### src/rtl/core_bram_pkg.sv
// Shared types and helpers for the BRAM port arbiter slice.
// Address width is derived from depth so addr == Depth is representable.
package core_bram_pkg;

   localparam int DefDepth     = 1024;
   localparam int DefDataWidth = 16;

   function automatic int addr_width(input int depth);
      return $clog2(depth + 1);
   endfunction

   // Default-sized command; users with other sizes redeclare it locally
   // with addr_width(Depth) so the layout stays identical.
   typedef struct packed {
      logic                                write;
      logic [addr_width(DefDepth)-1:0]     addr;
      logic [DefDataWidth-1:0]             data;
   } bram_cmd_t;

endpackage

### src/rtl/core_rr_arbiter.sv
// Round-robin arbiter: one-hot grant plus index, pointer advances past
// each winner. Grant is forced low while reset is asserted.
module core_rr_arbiter #(
   parameter  int NumReq = 2,
   localparam int TW     = (NumReq > 1) ? $clog2(NumReq) : 1
) (
   input  logic              clk_i,
   input  logic              rst_i,
   input  logic [NumReq-1:0] req_i,
   output logic [NumReq-1:0] grant_o,
   output logic [TW-1:0]     idx_o
);

   logic [TW-1:0] ptr_q, ptr_d;
   logic          found;

   // Search from the pointer, wrapping modulo NumReq; first valid wins
   always_comb begin
      int j;
      grant_o = '0;
      idx_o   = '0;
      found   = 1'b0;
      j       = 0;
      for (int k = 0; k < NumReq; k++) begin
         j = int'(ptr_q) + k;
         if (j >= NumReq) j = j - NumReq;
         if (!found && req_i[j] && !rst_i) begin
            found = 1'b1;
            idx_o = TW'(j);
         end
      end
      if (found) grant_o[idx_o] = 1'b1;
   end

   // Next pointer is one past the winner; held when nothing is granted
   always_comb begin
      ptr_d = ptr_q;
      if (found) begin
         if (int'(idx_o) == NumReq - 1) ptr_d = '0;
         else                           ptr_d = idx_o + TW'(1);
      end
   end

   // Pointer register
   always_ff @(posedge clk_i or posedge rst_i) begin
      if (rst_i) ptr_q <= '0;
      else       ptr_q <= ptr_d;
   end

endmodule

### src/rtl/core_bram_port_arbiter.sv
// Shares one single-port BRAM between NumReq valid/ready requesters.
// Optional macro: CORE_BRAM_PORT_ARBITER_BOUNDS_CHECK_EN (address check).
module core_bram_port_arbiter
   import core_bram_pkg::*;
#(
   parameter  int NumReq    = 2,
   parameter  int DataWidth = DefDataWidth,
   parameter  int Depth     = DefDepth,
   localparam int AW        = addr_width(Depth),
   localparam int TW        = (NumReq > 1) ? $clog2(NumReq) : 1
) (
   input  logic                        clk_i,
   input  logic                        rst_i,
   input  logic [NumReq-1:0]           req_valid_i,
   input  logic [NumReq-1:0]           req_write_i,
   input  logic [NumReq*AW-1:0]        req_addr_i,
   input  logic [NumReq*DataWidth-1:0] req_data_i,
   output logic [NumReq-1:0]           req_ready_o,
   output logic [NumReq-1:0]           rsp_valid_o,
   output logic [DataWidth-1:0]        rsp_data_o,
   output logic                        bram_write_en_o,
   output logic [AW-1:0]               bram_addr_o,
   output logic [DataWidth-1:0]        bram_data_o,
   input  logic [DataWidth-1:0]        bram_data_i,
   output logic                        error_o
);

   typedef struct packed {
      logic                 write;
      logic [AW-1:0]        addr;
      logic [DataWidth-1:0] data;
   } cmd_t;

   logic [NumReq-1:0] grant;
   logic [TW-1:0]     idx;
   logic              accept;
   logic              oob;
   cmd_t              cmd;

   logic                 we_q, we_d;
   logic [AW-1:0]        addr_q, addr_d;
   logic [DataWidth-1:0] data_q, data_d;
   logic                 c_valid_q, c_valid_d;
   logic [TW-1:0]        c_tag_q, c_tag_d;
   logic                 c_oob_q, c_oob_d;
   logic                 r_valid_q, r_valid_d;
   logic [TW-1:0]        r_tag_q, r_tag_d;
   logic                 r_oob_q, r_oob_d;

   core_rr_arbiter #(
      .NumReq (NumReq)
   ) u_arb (
      .clk_i   (clk_i),
      .rst_i   (rst_i),
      .req_i   (req_valid_i),
      .grant_o (grant),
      .idx_o   (idx)
   );

   assign req_ready_o = grant;
   assign accept      = |grant;

   // Select the granted requester's command fields
   always_comb begin
      cmd.write = req_write_i[idx];
      cmd.addr  = req_addr_i[int'(idx)*AW +: AW];
      cmd.data  = req_data_i[int'(idx)*DataWidth +: DataWidth];
   end

`ifdef CORE_BRAM_PORT_ARBITER_BOUNDS_CHECK_EN
   logic error_q, error_d;

   assign oob = cmd.addr >= AW'(Depth);

   // Error is sticky until reset
   always_comb begin
      error_d = error_q | (accept & oob);
   end

   // Error flag register
   always_ff @(posedge clk_i or posedge rst_i) begin
      if (rst_i) error_q <= 1'b0;
      else       error_q <= error_d;
   end

   assign error_o = error_q;
`else
   assign oob     = 1'b0;
   assign error_o = 1'b0;
`endif

   // Stage C issues the command to the BRAM; stage R tags the read data
   always_comb begin
      we_d      = accept & cmd.write & ~oob;
      addr_d    = accept ? cmd.addr : addr_q;
      data_d    = accept ? cmd.data : data_q;
      c_valid_d = accept;
      c_tag_d   = accept ? idx : c_tag_q;
      c_oob_d   = accept & oob;
      r_valid_d = c_valid_q;
      r_tag_d   = c_tag_q;
      r_oob_d   = c_oob_q;
   end

   // Pipeline registers; in-flight work is dropped on reset
   always_ff @(posedge clk_i or posedge rst_i) begin
      if (rst_i) begin
         we_q      <= 1'b0;
         addr_q    <= '0;
         data_q    <= '0;
         c_valid_q <= 1'b0;
         c_tag_q   <= '0;
         c_oob_q   <= 1'b0;
         r_valid_q <= 1'b0;
         r_tag_q   <= '0;
         r_oob_q   <= 1'b0;
      end else begin
         we_q      <= we_d;
         addr_q    <= addr_d;
         data_q    <= data_d;
         c_valid_q <= c_valid_d;
         c_tag_q   <= c_tag_d;
         c_oob_q   <= c_oob_d;
         r_valid_q <= r_valid_d;
         r_tag_q   <= r_tag_d;
         r_oob_q   <= r_oob_d;
      end
   end

   assign bram_write_en_o = we_q;
   assign bram_addr_o     = addr_q;
   assign bram_data_o     = data_q;

   // Response strobe is the one-hot of the tag in stage R
   always_comb begin
      rsp_valid_o = '0;
      for (int i = 0; i < NumReq; i++) begin
         rsp_valid_o[i] = r_valid_q && (r_tag_q == TW'(i));
      end
   end

   // Read data passes straight through; out-of-range slots read as zero
   always_comb begin
      rsp_data_o = bram_data_i;
      if (rst_i || r_oob_q) rsp_data_o = '0;
   end

endmodule

### config.mk
export PLATFORM = sky130hd
export DESIGN_NAME = core_bram_port_arbiter
export DESIGN_NICKNAME = d
export VERILOG_FILES = /design/src/rtl/core_bram_pkg.sv /design/src/rtl/core_rr_arbiter.sv /design/src/rtl/core_bram_port_arbiter.sv
export SDC_FILE = /design/constraint.sdc
export NUM_CORES = 1
export LEC_CHECK = 0
export ABC_AREA = 1
export BUFFER_PORTS_ARGS = -buffer_cell sky130_fd_sc_hd__buf_2
export CORE_MARGIN = 10
export CORE_UTILIZATION = 37
export CTS_CLUSTER_SIZE = 12
export DETAILED_ROUTE_END_ITERATION = 6
export PLACE_DENSITY = 0.75
export REMOVE_ABC_BUFFERS = 1
export SETUP_SLACK_MARGIN = 0.05
export SYNTH_ARGS = -nofsm -noshare
export SYNTH_HDL_FRONTEND = slang
export SYNTH_HIERARCHICAL = 1
export SYNTH_SLANG_ARGS = --single-unit
### constraint.sdc
create_clock -name clk_i -period 1.3 [get_ports clk_i]
set_clock_uncertainty 0.1 [all_clocks]
set_input_delay 0.26 -clock clk_i [delete_from_list [all_inputs] [get_ports clk_i]]
set_output_delay 0.26 -clock clk_i [all_outputs]
set_load 0.02 [all_outputs]
== Word-level counts from Yosys, hierarchy flattened ==
Cells that the tools add are included.
W data, S select, Z words.
Operators by class
  shift-type cells: 2
  reductions and logical operators: 9
  add/subtract/negate cells: 4
  $lt $le $gt $ge: 6
  bitwise gates (word level): 2
  $mul: 1
  muxes and demuxes: 19
Operator list (count)
  $lt A32 B3 Y1 const B: 2
  $mux W32: 2
  $ge A32 B3 Y1 const B: 1
  $shiftx A32 B6 Y16: 1
  $sub A32 B3 Y32 const B: 1
  $shiftx A22 B6 Y11: 1
  $mux W16: 1
  $mux W1: 14
  $logic_and A1 B1 Y1: 6
  $mul A1 B4 Y5 const B: 1
  $sub A1 B2 Y3 const B: 1
  $add A1 B1 Y2 const B: 1
  $ge A1 B2 Y1 const B: 1
  $logic_not A1 Y1: 2
  $lt A1 B2 Y1 const B: 1
  $mux W2: 1
  $reduce_or A2 Y1: 1
  $add A1 B1 Y1 const B: 1
  $and A1 B1 Y1: 1
  $demux W1 S1: 1
  $ge A1 B1 Y1 const B: 1
  $not A1 Y1: 1
Storage, ports and cells
  bits of input ports: 76
  bits in registers: 33
  output and inout bits: 49

== Logic depth before layout (Yosys ltp) ==
  word-level depth: 18
  mapped depth: 11

== Hierarchy ==
Netlist, hierarchy kept.
By module, submodules not included
  core_bram_port_arbiter: cells each 254, area an instance 1686.6 sq um, instances 1, sequential area each 800.8 sq um
  core_rr_arbiter: cells each 14, area an instance 75.1 sq um, instances 1, sequential area each 25.0 sq um

== Worst setup path before layout ==
OpenSTA, ideal clock, no wires.
  kind: register to register
  start: reg u_arb.ptr_q
  end: reg addr_q[0] (netlist: bram_addr_o[0])
  required time: 1135 ps
  data arrival time: 1342 ps
  path buffers: 1
  path slack: -207 ps
  stages on the path, launching flop included: 10
  path through: dfrtp_1 -> inv_1 -> nand2_1 -> nand2_1 -> nor2_1 -> nor2_2 -> inv_2 -> buf_2 -> nand2_1 -> nand2_1
On the way
  word-level cells in the longest chain between the ends: 17
  elaborated cells on any way between the ends: 30
Ends and longest elaborated chain
  start, declared: line core_rr_arbiter.sv:14  | logic [TW-1:0] ptr_q, ptr_d;
  start signal, assigned: line core_rr_arbiter.sv:47  | else ptr_q <= ptr_d;
  branches (longest 15 deep; another with $sub A32 B3 Y32)
  $mux W2 (*): line core_rr_arbiter.sv:32  | if (found) grant_o[idx_o] = 1'b1;
  net req_ready_o[1]: line core_bram_port_arbiter.sv:18  | output logic [NumReq-1:0] req_ready_o,
  $reduce_or A2 Y1 (*): line core_bram_port_arbiter.sv:61  | assign accept = |grant;
  end signal, assigned: line core_bram_port_arbiter.sv:119  | addr_q <= addr_d;
  end, declared: line core_bram_port_arbiter.sv:41  | logic [AW-1:0] addr_q, addr_d;
Mark *: on every way through the listed nets, which the timed path passes. The select of a mux whose other input is x is not followed.
A chain may end at the register's enable or synchronous reset.

== Worst setup path in the final report ==
  start: reg u_arb.ptr_q
  end: out req_ready_o[1]
On the way
  word-level cells in the longest chain between the ends: 16
  elaborated cells on any way between the ends: 27
Ends and longest elaborated chain (line)
  branches (longest 15 deep; another with $sub A32 B3 Y32)
  $mux W2 (*): core_rr_arbiter.sv:32
  end, declared: core_bram_port_arbiter.sv:18
Mark *: on every way between the ends. The select of a mux whose other input is x is not followed.

==> reports/metrics.yaml <==
run_status:
  status: "finished, violations left"
  violations: "setup timing"
synth:
  syn_area_mm2: 0.00176
  synthCells: 268
  synth_seq_cells: 33
  synthFlopType: "dfrtp_1"
  ys_types: 13
  synth.area.top_cells: "dfrtp_1 47%, nand2_1 36%, inv_1 4.5%"
  async_reset_ff_share_pct: 100
  synth-edff-count: 0
  ys_top_cells_by_count: "171 x nand2_1, 33 x dfrtp_1, 21 x inv_1, 21 x nor2_1, 8 x buf_2"
  yosys.area.top_type: "dfrtp_1"
  synth_warnings: 6
  synth_seq_area_share_pct: 46.9
  synth_top_area_share_pct: 46.9
  yosysMostFrequentCell: "nand2_1"
  syn_avg_cell_area_um2: 6.57
setup_path:
  crit_required_ns: 0.94
  ff2ff_setup_slack_ns: -0.18
  cp-end-kind: "output port"
  worstSetupPathType: "register to output port"
  crit_arrival_ns: 1.16
  worstPathMaxFanout: 3
  critPathLaunchType: "register"
grt:
  grt_max_degree: 33
  grt_pass1_vias: 1970
  grt_pass1_wl_um: 8890
  grt.total_usage_pct: 14.2
  antenna_found_initial: 0
  grt_overflow_total: 0
timing:
  post-route-period-util_pct: 117
  finalSetupViolations: 32
  tns_ns: -4.22
  hold_viol_final: 0
  fin_ws_ns: -0.216
  slew_violations: 0
  rsz0062_at_grt: "yes"
  holdWs_ns: 0.137
  fmaxAchievable_mhz: 660
  fin_crit_ns: 1.52
final_layout:
  drive_gt1_share_pct: 39.8
  insertedDiodeCount: 0
  final_nets: 477
  synthToLayoutAreaGrowth_pct: 56.5
placed_design:
  dpl.hpwl_um: 4480
  port_buffers: 123
  pre_cts_ws_ns: -0.213
  gp_congestion: 0.737
pwr:
  internal-power_mw: 2.29
  power_switching_mw: 1.14
  p_clk_share_pct: 28.3
  ir_drop_uv: 569
  p_sw_share_pct: 33.3
  p_leak_nw: 1.78
  p_seq_share_pct: 38.0
  power_frac_comb_pct: 33.6
  power_density_mw_per_mm2: 1240
detailed_routing:
  wl_um: 5820
  dr.pass1.iters: 4
  drtIter0Drc: 53
  ant_nets: 0
  route.detailed.drc: 0
  wl_per_cell_um: 12.8
  routed-via-count: 1979
  via_per_inst: 4.34
clocking:
  numCtsBuffers: 5
  cts_sinks: 33
  htreeDepth: 2
  clk_path_buf_depth: 2
  clkTransAtPathRegs_ns: 0.06
  clock_latency_ns: 0.27
  cts_tree: "done"
  clockRootBuffer: "clkbuf_8"
floorplan:
  start_util_pct: 37.8
  rows: 25
  die_w_um: 89
  die_area_mm2: 0.00792
  die_h_um: 89
  coreArea_mm2: 0.00466
  io_pins: 125
job:
  maxCapViolations: 0
hold_path:
  hp-class: "input port to register"
## per-layer routing
layer	up-vias	global-route usage, %	routed length, um
li1	1037	-	-
met1	885	15.3	2280
met2	55	25.8	3090
met3	2	5.38	427
met4	0	2.75	18
met5	-	0	0
## placed cells by master (no fill, tap or decap), types with 2 or more instances in the layout
cell / synthesis / layout
buf_12: 0 / 4
buf_2: 8 / 116
buf_4: 2 / 9
buf_6: 4 / 9
clkbuf_8: 0 / 6
dfrtp_1: 33 / 33
inv_1: 21 / 20
inv_2: 3 / 3
nand2_1: 171 / 168
nand2_2: 0 / 3
nor2_1: 21 / 17
nor2_2: 1 / 2
nor2_4: 0 / 3
## power by group through the flow
| stage | Combinational [mW] | Clock [mW] | Sequential, mW |
|---|---|---|---|
| 6_report | 1.15 | 0.971 | 1.30 |
| 5_1_grt | 1.27 | 1.05 | 1.32 |
| 4_1_cts | 1.12 | 0.992 | 1.30 |
| 3_5_place_dp | 1.06 | 0 | 1.31 |
| 3_3_place_gp | 1.04 | 0 | 1.31 |
| 2_1_floorplan | 0.372 | 0 | 1.52 |
## layout make-up
| type | count | area, um^2 |
|---|---|---|
| timing repair buffer | 140 | 865 |
| clock inverter | 1 | 30.0 |
| fill | 432 | 1900 |
| tap | 54 | 67.6 |
| inverter | 24 | 97.6 |
| multi-input combinational | 197 | 786 |
| sequential | 33 | 826 |
| clock buffer | 7 | 86.3 |
## what timing repair did
action,4_1_cts,5_1_grt
setup endpoints to repair,36,50
hold buffers,1,0
resized for setup,25,11
cloned,1,1
endpoints found under the hold margin,1,0
buffers inserted,2,2
pin swaps,5,4
## registers in the layout, summed over array words and instances (netlist names)
register and count:
c_valid_q 1, bram_data_o 16, bram_addr_o 11, bram_write_en_o 1
r_tag_q 1, u_arb/ptr_q 1, r_valid_q 1, c_tag_q 1
## per-stage QoR
| step | cells | utilization [%] | cell area [um^2] | power, mW |
|---|---|---|---|---|
| floorplan | 254 | - | 1660 | 1.89 |
| global placement | 441 | 52.8 | 2460 | 2.35 |
| detailed placement | 441 | 52.8 | 2460 | 2.37 |
| CTS | 453 | 57.5 | 2680 | 3.41 |
| global route | 456 | 59.2 | 2760 | 3.64 |
| finish | 456 | 59.2 | 2760 | 3.43 |
## logic make-up after synthesis
logic type | share of synthesized area (%)
simple gates | 41.3
other cells | 0.213
buf+inv | 10.8
flops | 46.9
compound gates | 0.851
## critical path, stage by stage (launching register included)
cell and delay, ns:
dfrtp_1 0.37, inv_1 0.05, nand2_1 0.06, nand2_2 0.10
nor2_2 0.05, buf_4 0.13, buf_6 0.12
## final timing paths
path / startpoint / to / cells past startpoint
setup / recovery: u_arb/ptr_q / req_ready_o[1] / 6
hold / removal: req_write_i[0] / bram_write_en_o / 3
setup reg to reg: u_arb/ptr_q / bram_data_o[11] / 11
hold reg to reg: c_valid_q / r_valid_q / 0
max in group asynchronous: rst_i / u_arb/ptr_q / 4
min in group asynchronous: rst_i / bram_data_o[7] / 4
Power figures use the tool's default switching activity.
